===== src/rtl/mem_arb_pkg.sv =====
// Shared types for the IF/MEM memory-port arbiter: FSM states, grant
// owner encoding and the latency-counter width helper.
package mem_arb_pkg;

  typedef enum logic [1:0] {
    ST_IDLE,
    ST_ISSUE,
    ST_WAIT,
    ST_DONE
  } state_t;

  typedef enum logic [1:0] {
    GNT_NONE,
    GNT_IF,
    GNT_MEM
  } grant_t;

  // Width needed to hold MEM_LATENCY-1 down to zero; never below one bit.
  function automatic int lat_cnt_w(input int mem_latency);
    return (mem_latency < 1) ? 1 : $clog2(mem_latency + 1);
  endfunction

endpackage


===== src/rtl/arb_latency_counter.sv =====
// Load/decrement down-counter with a zero flag; times the wait between
// the memory strobe and the cycle its read data is valid.
module arb_latency_counter #(
  parameter int CNT_W = 2
) (
  input  logic             Clk,
  input  logic             Reset,
  input  logic             load,
  input  logic [CNT_W-1:0] load_value,
  input  logic             dec,
  output logic             zero
);

  logic [CNT_W-1:0] count_reg;

  // Load has priority; decrement stops at zero so a stray dec cannot wrap.
  always_ff @(posedge Clk) begin
    if (Reset) begin
      count_reg <= '0;
    end else if (load) begin
      count_reg <= load_value;
    end else if (dec && (count_reg != '0)) begin
      count_reg <= count_reg - 1'b1;
    end
  end

  assign zero = (count_reg == '0);

endmodule


===== src/rtl/mem_port_arbiter.sv =====
// Arbiter sharing one single-ported memory between the IF (fetch) and MEM
// (load/store) stages. One access at a time: IDLE -> ISSUE -> WAIT -> DONE.
// All memory-side and Ready/RData outputs are registered.
// Optional build macro FETCH_STARVE_GUARD_EN: after MAX_WAIT consecutive MEM
// grants made while IF is waiting, the next arbitration favours IF.
module mem_port_arbiter
  import mem_arb_pkg::*;
#(
  parameter int ADDR_W      = 32,
  parameter int DATA_W      = 32,
  parameter int MEM_LATENCY = 2,
  parameter int MAX_WAIT    = 4
) (
  input  logic              Clk,
  input  logic              Reset,
  input  logic              IFReq,
  input  logic [ADDR_W-1:0] IFAddr,
  output logic [DATA_W-1:0] IFRData,
  output logic              IFReady,
  output logic              IFStall,
  input  logic              MEMReq,
  input  logic              MEMWrite,
  input  logic [ADDR_W-1:0] MEMAddr,
  input  logic [DATA_W-1:0] MEMWData,
  output logic [DATA_W-1:0] MEMRData,
  output logic              MEMReady,
  output logic              MEMStall,
  output logic              MemEnable,
  output logic              MemWrite,
  output logic [ADDR_W-1:0] MemAddr,
  output logic [DATA_W-1:0] MemWData,
  input  logic [DATA_W-1:0] MemRData
);

  localparam int               CNT_W    = lat_cnt_w(MEM_LATENCY);
  localparam logic [CNT_W-1:0] LAT_LOAD = CNT_W'(MEM_LATENCY - 1);

  state_t            state_reg, state_next;
  grant_t            grant_reg, grant_next;
  logic              access_write_reg, access_write_next;
  logic              mem_enable_reg, mem_enable_next;
  logic              mem_write_reg, mem_write_next;
  logic [ADDR_W-1:0] mem_addr_reg, mem_addr_next;
  logic [DATA_W-1:0] mem_wdata_reg, mem_wdata_next;
  logic [DATA_W-1:0] if_rdata_reg, if_rdata_next;
  logic [DATA_W-1:0] mem_rdata_reg, mem_rdata_next;
  logic              if_ready_reg, if_ready_next;
  logic              mem_ready_reg, mem_ready_next;
  logic              cnt_load, cnt_dec, cnt_zero;
  logic              if_favoured;
  logic              grant_if, grant_mem;

  // Arbitration only happens in IDLE; MEM wins unless the fetch guard fires.
  assign grant_mem = (state_reg == ST_IDLE) && MEMReq && !(if_favoured && IFReq);
  assign grant_if  = (state_reg == ST_IDLE) && IFReq && !grant_mem;

`ifdef FETCH_STARVE_GUARD_EN
  localparam int STARVE_W = (MAX_WAIT < 1) ? 1 : $clog2(MAX_WAIT + 1);
  logic [STARVE_W-1:0] starve_cnt_reg;

  // Count MEM grants taken while IF waits; any IF grant or idle IF clears it.
  always_ff @(posedge Clk) begin
    if (Reset || !IFReq || grant_if) begin
      starve_cnt_reg <= '0;
    end else if (grant_mem && (starve_cnt_reg < STARVE_W'(MAX_WAIT))) begin
      starve_cnt_reg <= starve_cnt_reg + 1'b1;
    end
  end

  assign if_favoured = (starve_cnt_reg >= STARVE_W'(MAX_WAIT));
`else
  assign if_favoured = 1'b0;
`endif

  arb_latency_counter #(
    .CNT_W(CNT_W)
  ) u_lat_cnt (
    .Clk       (Clk),
    .Reset     (Reset),
    .load      (cnt_load),
    .load_value(LAT_LOAD),
    .dec       (cnt_dec),
    .zero      (cnt_zero)
  );

  // Next-state and next-output logic; outputs are registered one cycle later.
  always_comb begin
    state_next        = state_reg;
    grant_next        = grant_reg;
    access_write_next = access_write_reg;
    mem_enable_next   = 1'b0;
    mem_write_next    = 1'b0;
    mem_addr_next     = mem_addr_reg;
    mem_wdata_next    = mem_wdata_reg;
    if_rdata_next     = if_rdata_reg;
    mem_rdata_next    = mem_rdata_reg;
    if_ready_next     = 1'b0;
    mem_ready_next    = 1'b0;
    cnt_load          = 1'b0;
    cnt_dec           = 1'b0;
    case (state_reg)
      ST_IDLE: begin
        grant_next = GNT_NONE;
        if (grant_mem) begin
          grant_next        = GNT_MEM;
          access_write_next = MEMWrite;
          mem_addr_next     = MEMAddr;
          mem_wdata_next    = MEMWData;
          mem_enable_next   = 1'b1;
          mem_write_next    = MEMWrite;
          state_next        = ST_ISSUE;
        end else if (grant_if) begin
          grant_next        = GNT_IF;
          access_write_next = 1'b0;
          mem_addr_next     = IFAddr;
          mem_enable_next   = 1'b1;
          state_next        = ST_ISSUE;
        end
      end
      ST_ISSUE: begin
        // Strobe is visible this cycle; count the remaining latency.
        cnt_load   = 1'b1;
        state_next = ST_WAIT;
      end
      ST_WAIT: begin
        if (cnt_zero) begin
          if (grant_reg == GNT_IF) begin
            if_rdata_next = MemRData;
            if_ready_next = 1'b1;
          end else if (grant_reg == GNT_MEM) begin
            if (!access_write_reg) begin
              mem_rdata_next = MemRData;
            end
            mem_ready_next = 1'b1;
          end
          state_next = ST_DONE;
        end else begin
          cnt_dec = 1'b1;
        end
      end
      ST_DONE: begin
        state_next = ST_IDLE;
      end
      default: begin
        state_next = ST_IDLE;
      end
    endcase
  end

  // State and registered outputs; reset abandons any access in flight.
  always_ff @(posedge Clk) begin
    if (Reset) begin
      state_reg        <= ST_IDLE;
      grant_reg        <= GNT_NONE;
      access_write_reg <= 1'b0;
      mem_enable_reg   <= 1'b0;
      mem_write_reg    <= 1'b0;
      mem_addr_reg     <= '0;
      mem_wdata_reg    <= '0;
      if_rdata_reg     <= '0;
      mem_rdata_reg    <= '0;
      if_ready_reg     <= 1'b0;
      mem_ready_reg    <= 1'b0;
    end else begin
      state_reg        <= state_next;
      grant_reg        <= grant_next;
      access_write_reg <= access_write_next;
      mem_enable_reg   <= mem_enable_next;
      mem_write_reg    <= mem_write_next;
      mem_addr_reg     <= mem_addr_next;
      mem_wdata_reg    <= mem_wdata_next;
      if_rdata_reg     <= if_rdata_next;
      mem_rdata_reg    <= mem_rdata_next;
      if_ready_reg     <= if_ready_next;
      mem_ready_reg    <= mem_ready_next;
    end
  end

  assign MemEnable = mem_enable_reg;
  assign MemWrite  = mem_write_reg;
  assign MemAddr   = mem_addr_reg;
  assign MemWData  = mem_wdata_reg;
  assign IFRData   = if_rdata_reg;
  assign IFReady   = if_ready_reg;
  assign MEMRData  = mem_rdata_reg;
  assign MEMReady  = mem_ready_reg;
  assign IFStall   = IFReq & ~if_ready_reg;
  assign MEMStall  = MEMReq & ~mem_ready_reg;

endmodule


===== config.mk =====
export PLATFORM = sky130hd
export DESIGN_NAME = mem_port_arbiter
export DESIGN_NICKNAME = d
export VERILOG_FILES = /design/src/rtl/mem_arb_pkg.sv /design/src/rtl/arb_latency_counter.sv /design/src/rtl/mem_port_arbiter.sv
export SDC_FILE = /design/constraint.sdc
export NUM_CORES = 1
export LEC_CHECK = 0
export ABC_AREA = 0
export BUFFER_PORTS_ARGS = -buffer_cell sky130_fd_sc_hd__clkbuf_2
export CAP_MARGIN = 5
export CORE_ASPECT_RATIO = 1.25
export CORE_MARGIN = 5
export CORE_UTILIZATION = 35
export DETAILED_ROUTE_END_ITERATION = 16
export PLACE_DENSITY = 0.59
export SYNTH_ARGS = -nofsm -noshare
export SYNTH_HDL_FRONTEND = slang
export SYNTH_SLANG_ARGS = --single-unit
export TNS_END_PERCENT = 10

===== constraint.sdc =====
create_clock -name Clk -period 4.8 [get_ports Clk]
set_clock_uncertainty 0.1 [all_clocks]
set_input_delay 0.48 -clock Clk [delete_from_list [all_inputs] [get_ports Clk]]
set_output_delay 0.48 -clock Clk [all_outputs]
set_load 0.01 [all_outputs]

Word level (Yosys, flattened, before mapping) --
Cells that the tools add are included.
Cells by class: bitwise gates (word level) 10, multiplexer cells 19, eq/ne operators 7, reductions and logical operators 20, add/sub/neg operators 1
Operators with widths (count):
- two-way mux 32 bit | 2
- two-way mux 1 bit | 12
- two-way mux 2 bit | 4
- inverter 1 bit | 8
- case mux 2 bit (4 select lines) | 1
- equality test 2 bit, second input constant | 3
- AND reduction 2 bit | 3
- nonzero test 2 bit | 3
- OR reduction 3 bit | 2
- AND reduction 5 bit | 1
- equality test 2 x 1 -> 1 bit, second input constant | 2
- logical AND 1 bit | 4
- zero test 2 bit | 2
- OR reduction 2 bit | 2
- OR reduction 4 bit | 1
- inequality test 3 bit, second input constant | 1
- AND reduction 3 bit | 1
- bitwise AND 1 bit | 2
- inequality test 2 bit, second input constant | 1
- subtractor 2 x 1 -> 2 bit, second input constant | 1
- zero test 1 bit | 1
Storage, ports and cells: bits in registers 139, input bits 133, output and inout bits 134, logic and storage cells 70

Longest topological paths before layout --
Gate-level depths: netlist of the first run.
depth in word-level cells 7, gate-level depth with buffers 8, mapped depth without buffers 5

By module --
A second synthesis of the first run with hierarchy kept.
Unflattened totals: cells, all modules 655, area total of the unflattened synthesis 5510.3 µm²
Modules (own cells, without submodules):
- mem_port_arbiter | seq. area each 2742.6 µm², area each 5383.9 µm², instances 1, cells an instance 641
- arb_latency_counter | seq. area each 40.0 µm², area each 126.4 µm², instances 1, cells an instance 14

Worst setup path after synthesis of the first run --
Ideal clock, no wire load.
path type register to register, from register state_reg[0], to register mem_addr_reg[13] (netlist: MemAddr[13]), data required time 4.554 ns, setup slack 3.210 ns, data arrival time 1.344 ns, path buffers 3, stages on the path, launching flop included 9, setup time 0.146 ns, period minus slack after synthesis 1.590 ns, cells stage by stage dfxtp_1 -> inv_1 -> ha_1 -> buf_2 -> and2_4 -> buf_12 -> buf_12 -> a21oi_2 -> a211oi_2
Between the ends: longest elaborated chain between the ends 6, elaborated cells on any way between the ends 8, those cells by class mux (1); reduce/logical (7)
Ends and longest elaborated chain:
- start, declared | RTL line mem_port_arbiter.sv:38 | state_t state_reg, state_next;
- start signal, assigned | RTL line mem_port_arbiter.sv:165 | state_reg <= state_next;
- zero test 2 bit (*) | RTL line mem_port_arbiter.sv:54, mem_port_arbiter.sv:55, mem_port_arbiter.sv:101
- logical AND 1 bit | RTL line mem_port_arbiter.sv:54 | assign grant_mem = (state_reg == ST_IDLE) && MEMReq && !(if_favoured && IFReq);
- zero test 1 bit | RTL line mem_port_arbiter.sv:55 | assign grant_if = (state_reg == ST_IDLE) && IFReq && !grant_mem;
- logical AND 1 bit | RTL line mem_port_arbiter.sv:55
- nonzero test 2 bit (no line)
- AND reduction 2 bit (no line)
- end signal, assigned | RTL line mem_port_arbiter.sv:170 | mem_addr_reg <= mem_addr_next;
- end, declared | RTL line mem_port_arbiter.sv:43 | logic [ADDR_W-1:0] mem_addr_reg, mem_addr_next;
Mark *: on every way between the ends. The rest lies on a longest branch, timed or not. A chain may end at the register's enable or synchronous reset.

Worst setup path after layout of the first run --
from register state_reg[0], to register mem_addr_reg[30] (netlist: MemAddr[30])
The elaborated chain is that of the path after synthesis.

==> results of run 1 <==
## per-layer routing
layer  vias to the layer above  GRT usage [%]
met5                         -              0
li1                       2620              -
met3                        20          8.853
met2                       205          29.25
met1                      2325          20.25
met4                         0          6.331
## layout make-up
type	instances	area (sq um)
clock inverter	10	66.31
inverter	6	22.52
sequential	139	2783
fill	1591	8150
clock buffer	22	484.2
timing repair buffer	273	1386
tap	212	265.3
multi-input combinational	455	2476
## critical path: cells and delay by family, from the launching register on
kind,cells,cell delay [ns]
buffers and inverters,2,0.53
DFF,1,0.35
AOI/OAI and AO/OA,1,0.27
and+or+nand+nor,2,0.64
adders and majority gates,1,0.32
## cells in the mapped netlist
library cell                number
sky130_fd_sc_hd__o21a_1          1
sky130_fd_sc_hd__a21oi_2        20
sky130_fd_sc_hd__and4b_1         1
sky130_fd_sc_hd__a2111oi_0       1
sky130_fd_sc_hd__ha_1            5
sky130_fd_sc_hd__nor2_1         38
sky130_fd_sc_hd__clkbuf_1       19
sky130_fd_sc_hd__buf_12          3
sky130_fd_sc_hd__a211oi_2       20
sky130_fd_sc_hd__and2_4          1
sky130_fd_sc_hd__a21oi_1        80
sky130_fd_sc_hd__o21ai_2         1
sky130_fd_sc_hd__nand4b_1        2
sky130_fd_sc_hd__xnor2_1         1
sky130_fd_sc_hd__a211oi_1       11
sky130_fd_sc_hd__o211a_1         1
sky130_fd_sc_hd__and2b_1         1
sky130_fd_sc_hd__mux2i_1        33
sky130_fd_sc_hd__nor2_4          1
sky130_fd_sc_hd__nand3b_1        1
sky130_fd_sc_hd__a211o_1         1
sky130_fd_sc_hd__dfxtp_1       139
sky130_fd_sc_hd__nor2b_1         2
sky130_fd_sc_hd__buf_4           9
sky130_fd_sc_hd__inv_1           5
sky130_fd_sc_hd__inv_2           1
sky130_fd_sc_hd__buf_2          15
sky130_fd_sc_hd__nand2b_1        6
sky130_fd_sc_hd__nand2_1       226
sky130_fd_sc_hd__a311oi_1        1
sky130_fd_sc_hd__buf_6           3
## worst paths after layout
check                             startpoint     endpoint  slack, ns  depth (start not counted)
worst max-delay path            state_reg[0]  MemAddr[30]       2.48                          6
worst min-delay path             MEMWData[1]  MemWData[1]       0.19                          3
worst max register to register  state_reg[0]  MemAddr[30]       2.48                          6
worst min register to register    IFRData[4]   IFRData[4]       0.35                          2
## where the power goes
group,internal (uW),total (uW),switching [uW],leakage (uW)
registers,1340,1440,96.2,0.00113
clock network,714,1210,492,0.000272
logic,425,1120,696,0.00194
total,2480,3760,1280,0.00334
## cells in the final DEF (no fill, tap or decap), types with 6 or more instances in the layout
| cell | netlist | final |
|---|---|---|
| sky130_fd_sc_hd__a211oi_1 | 11 | 11 |
| sky130_fd_sc_hd__a211oi_2 | 20 | 20 |
| sky130_fd_sc_hd__a21oi_1 | 80 | 80 |
| sky130_fd_sc_hd__a21oi_2 | 20 | 20 |
| sky130_fd_sc_hd__buf_4 | 9 | 8 |
| sky130_fd_sc_hd__clkbuf_16 | 0 | 17 |
| sky130_fd_sc_hd__clkbuf_2 | 0 | 265 |
| sky130_fd_sc_hd__dfxtp_1 | 139 | 139 |
| sky130_fd_sc_hd__mux2i_1 | 33 | 33 |
| sky130_fd_sc_hd__nand2_1 | 226 | 225 |
| sky130_fd_sc_hd__nand2b_1 | 6 | 6 |
| sky130_fd_sc_hd__nor2_1 | 38 | 38 |
## metrics by stage
stage	setup slack, ns	util [%]	total power [uW]	instances	hold WS [ns]
floorplan	3.210	-	2277	649	0.3623
CTS	2.468	47.87	3826	1117	0.1667
global route	2.309	47.87	4021	1117	0.1688
detailed placement	2.499	44.35	2602	1085	0.3458
finish	2.479	47.87	3764	1117	0.1902
global placement	2.510	44.35	2600	1085	0.3413
## cell families (layout without fill, tap and decap cells)
logic type               after synthesis  count (layout)  synth area share (%)
flip-flops                           139             139                 49.88
buffers and inverters                 55             311                 5.920
AO/OA/AOI/OAI                        137             137                 17.22
adder cells (fa/ha/maj)                5               5                 1.121
AND/OR/NAND/NOR                      279             279                 19.78
XOR/XNOR                               1               1                0.1570
multiplexers                          33              33                 5.921
==> tab_implementation.tex, run 1 <==
\begin{tabular}{lr}
\hline
Metric & Value \\
\hline
\multicolumn{2}{l}{\textbf{Clock tree}} \\
\quad H-tree depth & 4 \\
\quad Clk pin slew, worst setup/hold paths & 0.06 ns \\
\quad Clock latency on the worst-skew pair & 0.40 ns \\
\quad Clock sink total & 139 \\
\quad Cts repair resizes & 0 \\
\quad Maximum root-to-sink buffer count & 2 \\
\quad Clk Tree Root Cell & sky130\_fd\_sc\_hd\_\_clkbuf\_16 \\
\quad TritonCTS clock tree & built \\
\quad Post-CTS setup-driven buffer insertion count & 0 \\
\quad Count of hold buffers inserted by post-cts repair & 0 \\
\quad Cts bufs inserted & 17 \\
\multicolumn{2}{l}{\textbf{Worst setup path}} \\
\quad Biggest fanout along the worst timing path & 34 \\
\quad Worst endpoint data arrival time & 2.53 ns \\
\quad Cell Chain, Critical Path & inv\_1, ha\_1, nand2\_2, buf\_4, nand2\_1, a311oi\_1 \\
\quad Required time worst endpoint & 5.01 ns \\
\quad CP Capture Type & flop \\
\quad Critical path's largest stage delay & 0.54 ns \\
\quad Start-to-end type of the worst setup path & reg -> reg \\
\quad Kind of start point of the critical path & flop \\
\quad Slowest library cell on the worst path & sky130\_fd\_sc\_hd\_\_nand2\_2 \\
\multicolumn{2}{l}{\textbf{Detailed routing}} \\
\quad Met3 wirelength from detailed routing & 1.773 mm \\
\quad DRC violation total after the first TritonRoute iteration & 257 \\
\quad Iteration count of the initial detailed-routing pass & 4 \\
\quad Post-DRT Antenna Nets & 0 \\
\quad Via-to-Cell Ratio & 4.628 \\
\quad Average detailed-routed wire length per instance & 14.79 microns \\
\quad Routed length on met2 & 7.806 mm \\
\quad DRT met1 WL & 6.633 mm \\
\quad Highest metal layer with signal wires & met4 \\
\quad Residual DRC & 0 \\
\quad Vias & 5170 \\
\quad Total Routed Length & 16.52 mm \\
\multicolumn{2}{l}{\textbf{Synth}} \\
\quad Fraction of post-synthesis cell area in the top cell type by area & 49.88\% \\
\quad Mean area per synthesized cell & 8.596 sq um \\
\quad Number of nets produced by synthesis & 787 \\
\quad Sequential element share of the synthesized area & 49.88\% \\
\quad Synth area leaders & sky130\_fd\_sc\_hd\_\_dfxtp\_1 (50\%), sky130\_fd\_sc\_hd\_\_nand2\_1 (15\%), sky130\_fd\_sc\_hd\_\_a21oi\_1 (7.2\%) \\
\quad Synthesized netlist cell count & 649 \\
\quad Syn Std Cell Area & 5579 sq um \\
\quad Number of distinct standard cells referenced by the synthesized netlist & 31 \\
\quad Post-synthesis cell type with the largest combined area & sky130\_fd\_sc\_hd\_\_dfxtp\_1 \\
\quad Seq cells post-synth & 139 \\
\quad Number of warning messages in the yosys log & 0 \\
\multicolumn{2}{l}{\textbf{Die}} \\
\quad Effective utilization at floorplan & 35.69\% \\
\quad DIE HEIGHT & 151.2 microns \\
\quad Floorplan core area & 15630 sq um \\
\quad Width of the die & 122.9 microns \\
\quad IO Count & 267 \\
\quad Die Footprint & 18580 sq um \\
\quad Site Rows & 51 \\
\multicolumn{2}{l}{\textbf{STA}} \\
\quad Count of endpoints failing hold in the final timing report & 0 \\
\quad Post-route clock period utilization & 48.35\% \\
\quad Slew Limit Fails & 0 \\
\quad Worst max-slew margin expressed relative to the limit & 32.36\% \\
\quad Setup TNS Final & 0 ns \\
\quad Transition time at the pin with the least slew margin & 1.013 ns \\
\quad Final setup violating endpoints & 0 \\
\quad Highest achievable clock rate & 430.9 MHz \\
\quad Setup repair after global routing missed its margin & no \\
\quad Final period demand of the worst path & 2.321 ns \\
\multicolumn{2}{l}{\textbf{Global routing}} \\
\quad First-pass GRT wire length & 26.11 mm \\
\quad Number of global-route vias before repair & 5169 \\
\quad Largest net degree at the start of global routing & 66 \\
\quad Initial antenna violation count & 0 \\
\quad Leftover overflow at the end of global routing & 0 \\
\quad Global Route Usage Sum & 17.93\% \\
\multicolumn{2}{l}{\textbf{Power}} \\
\quad Maximum VDD drop & 0.0002504 V \\
\quad Power Density & 503.0 nW/um\^{}2 \\
\quad Static power due to leakage & 0.003343 uW \\
\multicolumn{2}{l}{\textbf{Worst hold path}} \\
\quad Worst hold-check path type & in -> reg \\
\multicolumn{2}{l}{\textbf{Run}} \\
\quad Max-capacitance violation count & 0 \\
\multicolumn{2}{l}{\textbf{Place}} \\
\quad Post-place instance area & 6933 sq um \\
\quad Routability-driven placement congestion ratio & 0.7763 \\
\quad \# port buffers & 266 \\
\quad Post-DP HPWL & 11.83 mm \\
\multicolumn{2}{l}{\textbf{Layout}} \\
\quad Final layout net count & 1030 \\
\quad Antenna cells & 0 \\
\quad Syn-to-layout area delta & 34.13\% \\
\quad Finished layout cell area & 7483 sq um \\
\quad Share of cells above drive strength 1 & 38.56\% \\
\multicolumn{2}{l}{\textbf{Status}} \\
\quad Run status & finished, final reports clean \\
\hline
\end{tabular}
Power figures use the tool's default switching activity.
==> run 2, diff against run 1 <==
PLACE_DENSITY = 0.62   (was 0.59)
clock period = 2 ns   (was 4.8 ns; I/O delays follow)
==> run 2 against run 1 <==
Net effect:
- power rose to 2.6 times the previous value
- count of clock-buffer cells in the layout rose by 1
- critical path depth did not move
- worst hold slack got worse by 0.17 ns
- utilization rose by 9.0 points
- global-route usage rose by 1.6 points
- cell count rose by 11%
- setup slack got worse by 2.3 ns
- flip-flop and latch count did not move
- sequential power rose by 140%
- combinational power rose to 2.8 times the previous value
==> tab_implementation.tex, run 2 (synthesis gave the netlist of run 1 again) <==
\begin{tabular}{lr}
\hline
Metric & Value \\
\hline
\multicolumn{2}{l}{\textbf{Clock tree}} \\
\quad Clock latency on the worst-skew pair & 0.40 ns \\
\quad Post-CTS setup-driven buffer insertion count & 0 \\
\quad Cts bufs inserted & 17 \\
\quad Cts repair resizes & 0 \\
\quad Count of hold buffers inserted by post-cts repair & 114 \\
\quad Clk Tree Root Cell & sky130\_fd\_sc\_hd\_\_clkbuf\_16 \\
\quad TritonCTS clock tree & built \\
\quad Maximum root-to-sink buffer count & 2 \\
\quad Clock sink total & 139 \\
\quad H-tree depth & 4 \\
\quad Clk pin slew, worst setup/hold paths & 0.06 ns \\
\multicolumn{2}{l}{\textbf{Worst setup path}} \\
\quad Cell count of the worst reg-to-reg path & 6 \\
\quad Required time worst endpoint & 2.22 ns \\
\quad Biggest fanout along the worst timing path & 48 \\
\quad Reg2reg start & state\_reg[0] \\
\quad Capture instance of the worst register-to-register path & MemAddr[27] \\
\quad Kind of start point of the critical path & flop \\
\quad Critical path capture point & MemAddr[27] \\
\quad Start-to-end type of the worst setup path & reg -> reg \\
\quad Worst endpoint data arrival time & 2.05 ns \\
\quad Source of the critical timing path & state\_reg[0] \\
\quad Register-to-register setup slack & 0.17 ns \\
\quad CP Capture Type & flop \\
\multicolumn{2}{l}{\textbf{Layout}} \\
\quad Syn-to-layout area delta & 59.45\% \\
\quad Most common library cell in the layout ignoring fill and taps & sky130\_fd\_sc\_hd\_\_clkbuf\_2 \\
\quad Area of combinational cells with multiple inputs & 2476 sq um \\
\quad Antenna cells & 0 \\
\quad Register area & 2783 sq um \\
\quad Final layout net count & 1151 \\
\quad Share of cells above drive strength 1 & 34.70\% \\
\quad Commonest non-fill, non-tap cells in the layout & sky130\_fd\_sc\_hd\_\_clkbuf\_2 (265), sky130\_fd\_sc\_hd\_\_nand2\_1 (225), sky130\_fd\_sc\_hd\_\_dfxtp\_1 (139), sky130\_fd\_sc\_hd\_\_dlygate4sd3\_1 (114), sky130\_fd\_sc\_hd\_\_a21oi\_1 (80) \\
\quad \# fillers & 1357 \\
\multicolumn{2}{l}{\textbf{Detailed routing}} \\
\quad Iteration count of the initial detailed-routing pass & 4 \\
\quad Residual DRC & 0 \\
\quad Post-DRT Antenna Nets & 0 \\
\quad Vias & 5735 \\
\quad Average detailed-routed wire length per instance & 14.49 microns \\
\quad DRC violation total after the first TritonRoute iteration & 223 \\
\quad Via-to-Cell Ratio & 4.632 \\
\quad Total Routed Length & 17.94 mm \\
\multicolumn{2}{l}{\textbf{Power}} \\
\quad Maximum VDD drop & 0.0006313 V \\
\quad Static power due to leakage & 0.003939 uW \\
\quad Power Density & 1108 nW/um\^{}2 \\
\multicolumn{2}{l}{\textbf{Place}} \\
\quad Post-DP HPWL & 11.82 mm \\
\quad \# port buffers & 266 \\
\quad Routability-driven placement congestion ratio & 0.7759 \\
\multicolumn{2}{l}{\textbf{Global routing}} \\
\quad First-pass GRT wire length & 28.85 mm \\
\quad Largest net degree at the start of global routing & 66 \\
\quad Initial antenna violation count & 0 \\
\quad Number of global-route vias before repair & 5957 \\
\quad Global Route Usage Sum & 19.56\% \\
\quad Leftover overflow at the end of global routing & 0 \\
\multicolumn{2}{l}{\textbf{STA}} \\
\quad Count of endpoints failing hold in the final timing report & 0 \\
\quad Final period demand of the worst path & 1.833 ns \\
\quad Post-route clock period utilization & 91.63\% \\
\quad Final setup violating endpoints & 0 \\
\quad Worst hold slack & 0.02398 ns \\
\quad Setup TNS Final & 0 ns \\
\quad Worst max-slew margin expressed relative to the limit & 67.00\% \\
\quad Setup repair after global routing missed its margin & no \\
\quad Highest achievable clock rate & 545.7 MHz \\
\quad Transition time at the pin with the least slew margin & 0.4932 ns \\
\quad Slew Limit Fails & 0 \\
\multicolumn{2}{l}{\textbf{Die}} \\
\quad Die Footprint & 18580 sq um \\
\quad DIE HEIGHT & 151.2 microns \\
\quad IO Count & 267 \\
\quad Width of the die & 122.9 microns \\
\quad Floorplan core area & 15630 sq um \\
\quad Effective utilization at floorplan & 35.69\% \\
\quad Site Rows & 51 \\
\multicolumn{2}{l}{\textbf{Worst hold path}} \\
\quad Hold path depth & 3 \\
\quad Worst hold-check path type & in -> reg \\
\quad Start point of the worst hold path & MEMAddr[19] \\
\multicolumn{2}{l}{\textbf{Status}} \\
\quad Run status & finished, final reports clean \\
\multicolumn{2}{l}{\textbf{Run}} \\
\quad Max-capacitance violation count & 0 \\
\hline
\end{tabular}
==> run 2: metrics by stage <==
| step | std cells | instance area [sq um] | setup WS, ns | utilization, % | total power, uW |
|---|---|---|---|---|---|
| 6_report | 1238 | 8896 | 0.1674 | 56.90 | 9857 |
| 4_1_cts | 1238 | 8896 | 0.1421 | 56.90 | 10000 |
| 2_1_floorplan | 649 | 5579 | 0.4096 | - | 5464 |
| 5_1_grt | 1238 | 8896 | 0.006754 | 56.90 | 10460 |
| 3_5_place_dp | 1092 | 7123 | 0.1331 | 45.56 | 6459 |
| 3_3_place_gp | 1092 | 7123 | 0.2118 | 45.56 | 6434 |
==> run 2: layer usage <==
metal,wire length (microns),vias to the layer above,global-route usage [%]
met5,0,-,0
met4,692,0,10.08
met3,1525,52,6.799
met2,8836,214,33.60
met1,6890,2605,21.10
li1,-,2864,-
==> run 2: power by group <==
part | total (uW) | switching, uW | internal (uW)
logic | 3110 | 1760 | 1350
clock network | 3300 | 1160 | 2130
registers | 3450 | 234 | 3220
==> run 2: layout make-up <==
cell class,count,area share (%)
sequential,139,31.28
tap,212,2.982
timing repair buffer,394,30.55
clock buffer,23,5.598
clock inverter,9,1.505
multi-input combinational,455,27.83
inverter,6,0.2532
==> run 2: how the worst min path moves through the flow <==
stage | end | slack, ns
2_1_floorplan | IFRData[0] | 0.24
3_3_place_gp | MemWData[5] | 0.32
3_5_place_dp | MemWData[1] | 0.33
4_1_cts | MemAddr[11] | 0.002
5_1_grt | MemAddr[21] | 0.006
6_report | MemAddr[19] | 0.02
==> run 2: worst max-delay path: stages (launching register included) <==
cell and delay, ns:
sky130_fd_sc_hd__dfxtp_1 0.32, sky130_fd_sc_hd__inv_1 0.10, sky130_fd_sc_hd__ha_1 0.37, sky130_fd_sc_hd__and2_4 0.25, sky130_fd_sc_hd__buf_12 0.24, sky130_fd_sc_hd__a21oi_1 0.10, sky130_fd_sc_hd__a211oi_1 0.26
==> run 3, diff against run 2 <==
BUFFER_PORTS_ARGS = -buffer_cell sky130_fd_sc_hd__buf_2   (was -buffer_cell sky130_fd_sc_hd__clkbuf_2)
==> run 3 against run 2 <==
Net effect:
- utilization fell by 1.2 points
- cell area decreased by 2.1%
- first-iteration DRC count is 21% higher
- critical endpoint is now MemAddr[24]
- wire length fell by 1.4%
- clock power shrank 4%
- setup slack better by 0.040 ns
- power down 2.2%
- count of clock-buffer cells in the layout decreased by 1
- sequential share of layout area increased by 0.66 points
==> tab_implementation.tex, run 3 (synthesis gave the netlist of run 1 again) <==
\begin{tabular}{lr}
\hline
Metric & Value \\
\hline
\multicolumn{2}{l}{\textbf{Status}} \\
\quad Run status & finished, final reports clean \\
\multicolumn{2}{l}{\textbf{Worst hold path}} \\
\quad Worst hold-check path type & in -> reg \\
\multicolumn{2}{l}{\textbf{Detailed routing}} \\
\quad Residual DRC & 0 \\
\quad Vias & 5671 \\
\quad Total Routed Length & 17.69 mm \\
\quad DRC violation total after the first TritonRoute iteration & 270 \\
\quad Post-DRT Antenna Nets & 0 \\
\quad Via-to-Cell Ratio & 4.629 \\
\quad Iteration count of the initial detailed-routing pass & 4 \\
\quad Average detailed-routed wire length per instance & 14.44 microns \\
\multicolumn{2}{l}{\textbf{Global routing}} \\
\quad Leftover overflow at the end of global routing & 0 \\
\quad Initial antenna violation count & 0 \\
\quad Largest net degree at the start of global routing & 66 \\
\quad First-pass GRT wire length & 27.70 mm \\
\quad Global Route Usage Sum & 18.84\% \\
\quad Number of global-route vias before repair & 5773 \\
\multicolumn{2}{l}{\textbf{Die}} \\
\quad Floorplan core area & 15630 sq um \\
\quad DIE HEIGHT & 151.2 microns \\
\quad Width of the die & 122.9 microns \\
\quad Effective utilization at floorplan & 35.69\% \\
\quad Site Rows & 51 \\
\quad Die Footprint & 18580 sq um \\
\quad IO Count & 267 \\
\multicolumn{2}{l}{\textbf{Power}} \\
\quad Power Density & 1106 nW/um\^{}2 \\
\quad Static power due to leakage & 0.003933 uW \\
\quad Maximum VDD drop & 0.0006626 V \\
\multicolumn{2}{l}{\textbf{Layout}} \\
\quad Share of cells above drive strength 1 & 35.14\% \\
\quad \# fillers & 1433 \\
\quad Commonest non-fill, non-tap cells in the layout & sky130\_fd\_sc\_hd\_\_buf\_2 (265), sky130\_fd\_sc\_hd\_\_nand2\_1 (225), sky130\_fd\_sc\_hd\_\_dfxtp\_1 (139), sky130\_fd\_sc\_hd\_\_dlygate4sd3\_1 (102), sky130\_fd\_sc\_hd\_\_a21oi\_1 (80) \\
\quad Final layout net count & 1139 \\
\quad Register area & 2783 sq um \\
\quad Area of combinational cells with multiple inputs & 2476 sq um \\
\quad Syn-to-layout area delta & 56.16\% \\
\quad Antenna cells & 0 \\
\quad Most common library cell in the layout ignoring fill and taps & sky130\_fd\_sc\_hd\_\_buf\_2 \\
\multicolumn{2}{l}{\textbf{Worst setup path}} \\
\quad Critical path's largest stage delay & 0.38 ns \\
\quad Worst endpoint data arrival time & 2.02 ns \\
\quad CP Capture Type & flop \\
\quad Cell Chain, Critical Path & inv\_1, ha\_1, and2\_4, buf\_4, a21oi\_1, a211oi\_1 \\
\quad Biggest fanout along the worst timing path & 18 \\
\quad Required time worst endpoint & 2.23 ns \\
\quad Slowest library cell on the worst path & sky130\_fd\_sc\_hd\_\_ha\_1 \\
\quad Kind of start point of the critical path & flop \\
\quad Worst path top cell family by delay & adder cells \\
\quad WP buf/inv & 2 \\
\quad Start-to-end type of the worst setup path & reg -> reg \\
\multicolumn{2}{l}{\textbf{Clock tree}} \\
\quad Cts bufs inserted & 17 \\
\quad H-tree depth & 4 \\
\quad Maximum root-to-sink buffer count & 2 \\
\quad TritonCTS clock tree & built \\
\quad Clock latency on the worst-skew pair & 0.41 ns \\
\quad Clk pin slew, worst setup/hold paths & 0.06 ns \\
\quad Post-CTS setup-driven buffer insertion count & 0 \\
\quad Clk Tree Root Cell & sky130\_fd\_sc\_hd\_\_clkbuf\_16 \\
\quad Cts repair resizes & 0 \\
\quad Clock sink total & 139 \\
\multicolumn{2}{l}{\textbf{STA}} \\
\quad Final setup violating endpoints & 0 \\
\quad Count of endpoints failing hold in the final timing report & 0 \\
\quad Setup TNS Final & 0 ns \\
\quad Slew Limit Fails & 0 \\
\quad Final period demand of the worst path & 1.793 ns \\
\quad Post-route clock period utilization & 89.63\% \\
\quad Final WS setup & 0.2074 ns \\
\quad Highest achievable clock rate & 557.9 MHz \\
\quad Transition time at the pin with the least slew margin & 0.4263 ns \\
\quad Worst max-slew margin expressed relative to the limit & 71.58\% \\
\quad Setup repair after global routing missed its margin & no \\
\multicolumn{2}{l}{\textbf{Run}} \\
\quad Max-capacitance violation count & 0 \\
\multicolumn{2}{l}{\textbf{Place}} \\
\quad \# port buffers & 266 \\
\quad Routability-driven placement congestion ratio & 0.7914 \\
\quad Post-DP HPWL & 11.81 mm \\
\quad DP Worst Slack & 0.1922 ns \\
\hline
\end{tabular}
## run 3: final timing paths
path                 from          end  slack [ns]  cells after the start
min reg2reg   IFRData[12]  IFRData[12]        0.35                      2
max reg2reg  state_reg[0]  MemAddr[24]        0.21                      6
min            MEMAddr[3]   MemAddr[3]        0.02                      3
max          state_reg[0]  MemAddr[24]        0.21                      6
## run 3: power by group
part	switching (uW)	internal (uW)	leakage (uW)
Sequential	226	3220	0.00113
Clock	1170	2000	0.000295
Combinational	1740	1290	0.00250
Total	3140	6500	0.00393
## run 3: metrics by stage
| step | total power (uW) | area (sq um) | instances | util, % | hold WS [ns] |
|---|---|---|---|---|---|
| after floorplan | 5464 | 5579 | 649 | - | 0.2360 |
| after global placement | 6358 | 7086 | 1092 | 45.32 | 0.3389 |
| after detailed placement | 6387 | 7086 | 1092 | 45.32 | 0.3434 |
| after CTS | 9746 | 8712 | 1225 | 55.73 | 0.002321 |
| after global routing | 10210 | 8712 | 1225 | 55.73 | 0.001502 |
| final | 9640 | 8712 | 1225 | 55.73 | 0.02149 |
## run 3: metal layers
| layer | global-route usage, % | part of all wire, % |
|---|---|---|
| met1 | 20.41 | 39 |
| met2 | 32.26 | 49 |
| met3 | 5.977 | 7.7 |
| met4 | 10.64 | 4.2 |
| met5 | 0 | 0 |
## run 3: layout make-up
cell class / count / share of cell area [%]
Clock buffer: 22 / 5.673
Clock inverter: 9 / 1.278
Inverter: 6 / 0.2585
Multi-Input combinational cell: 455 / 28.42
Sequential cell: 139 / 31.94
Tap cell: 212 / 3.045
Timing Repair Buffer: 382 / 29.38
## run 3: worst reg2reg max path: cells and delay by family, from the launching register on
family                     cells  cell delay (ns)
adders and majority gates      1             0.38
AOI/OAI and AO/OA              2             0.35
DFF                            1             0.32
buffers and inverters          2             0.32
and+or+nand+nor                1             0.25
## run 3: timing repair
item                                    CTS  global route
endpoints found under the hold margin   130             0
endpoints found under the setup margin    0             0
hold buffers                            102             0
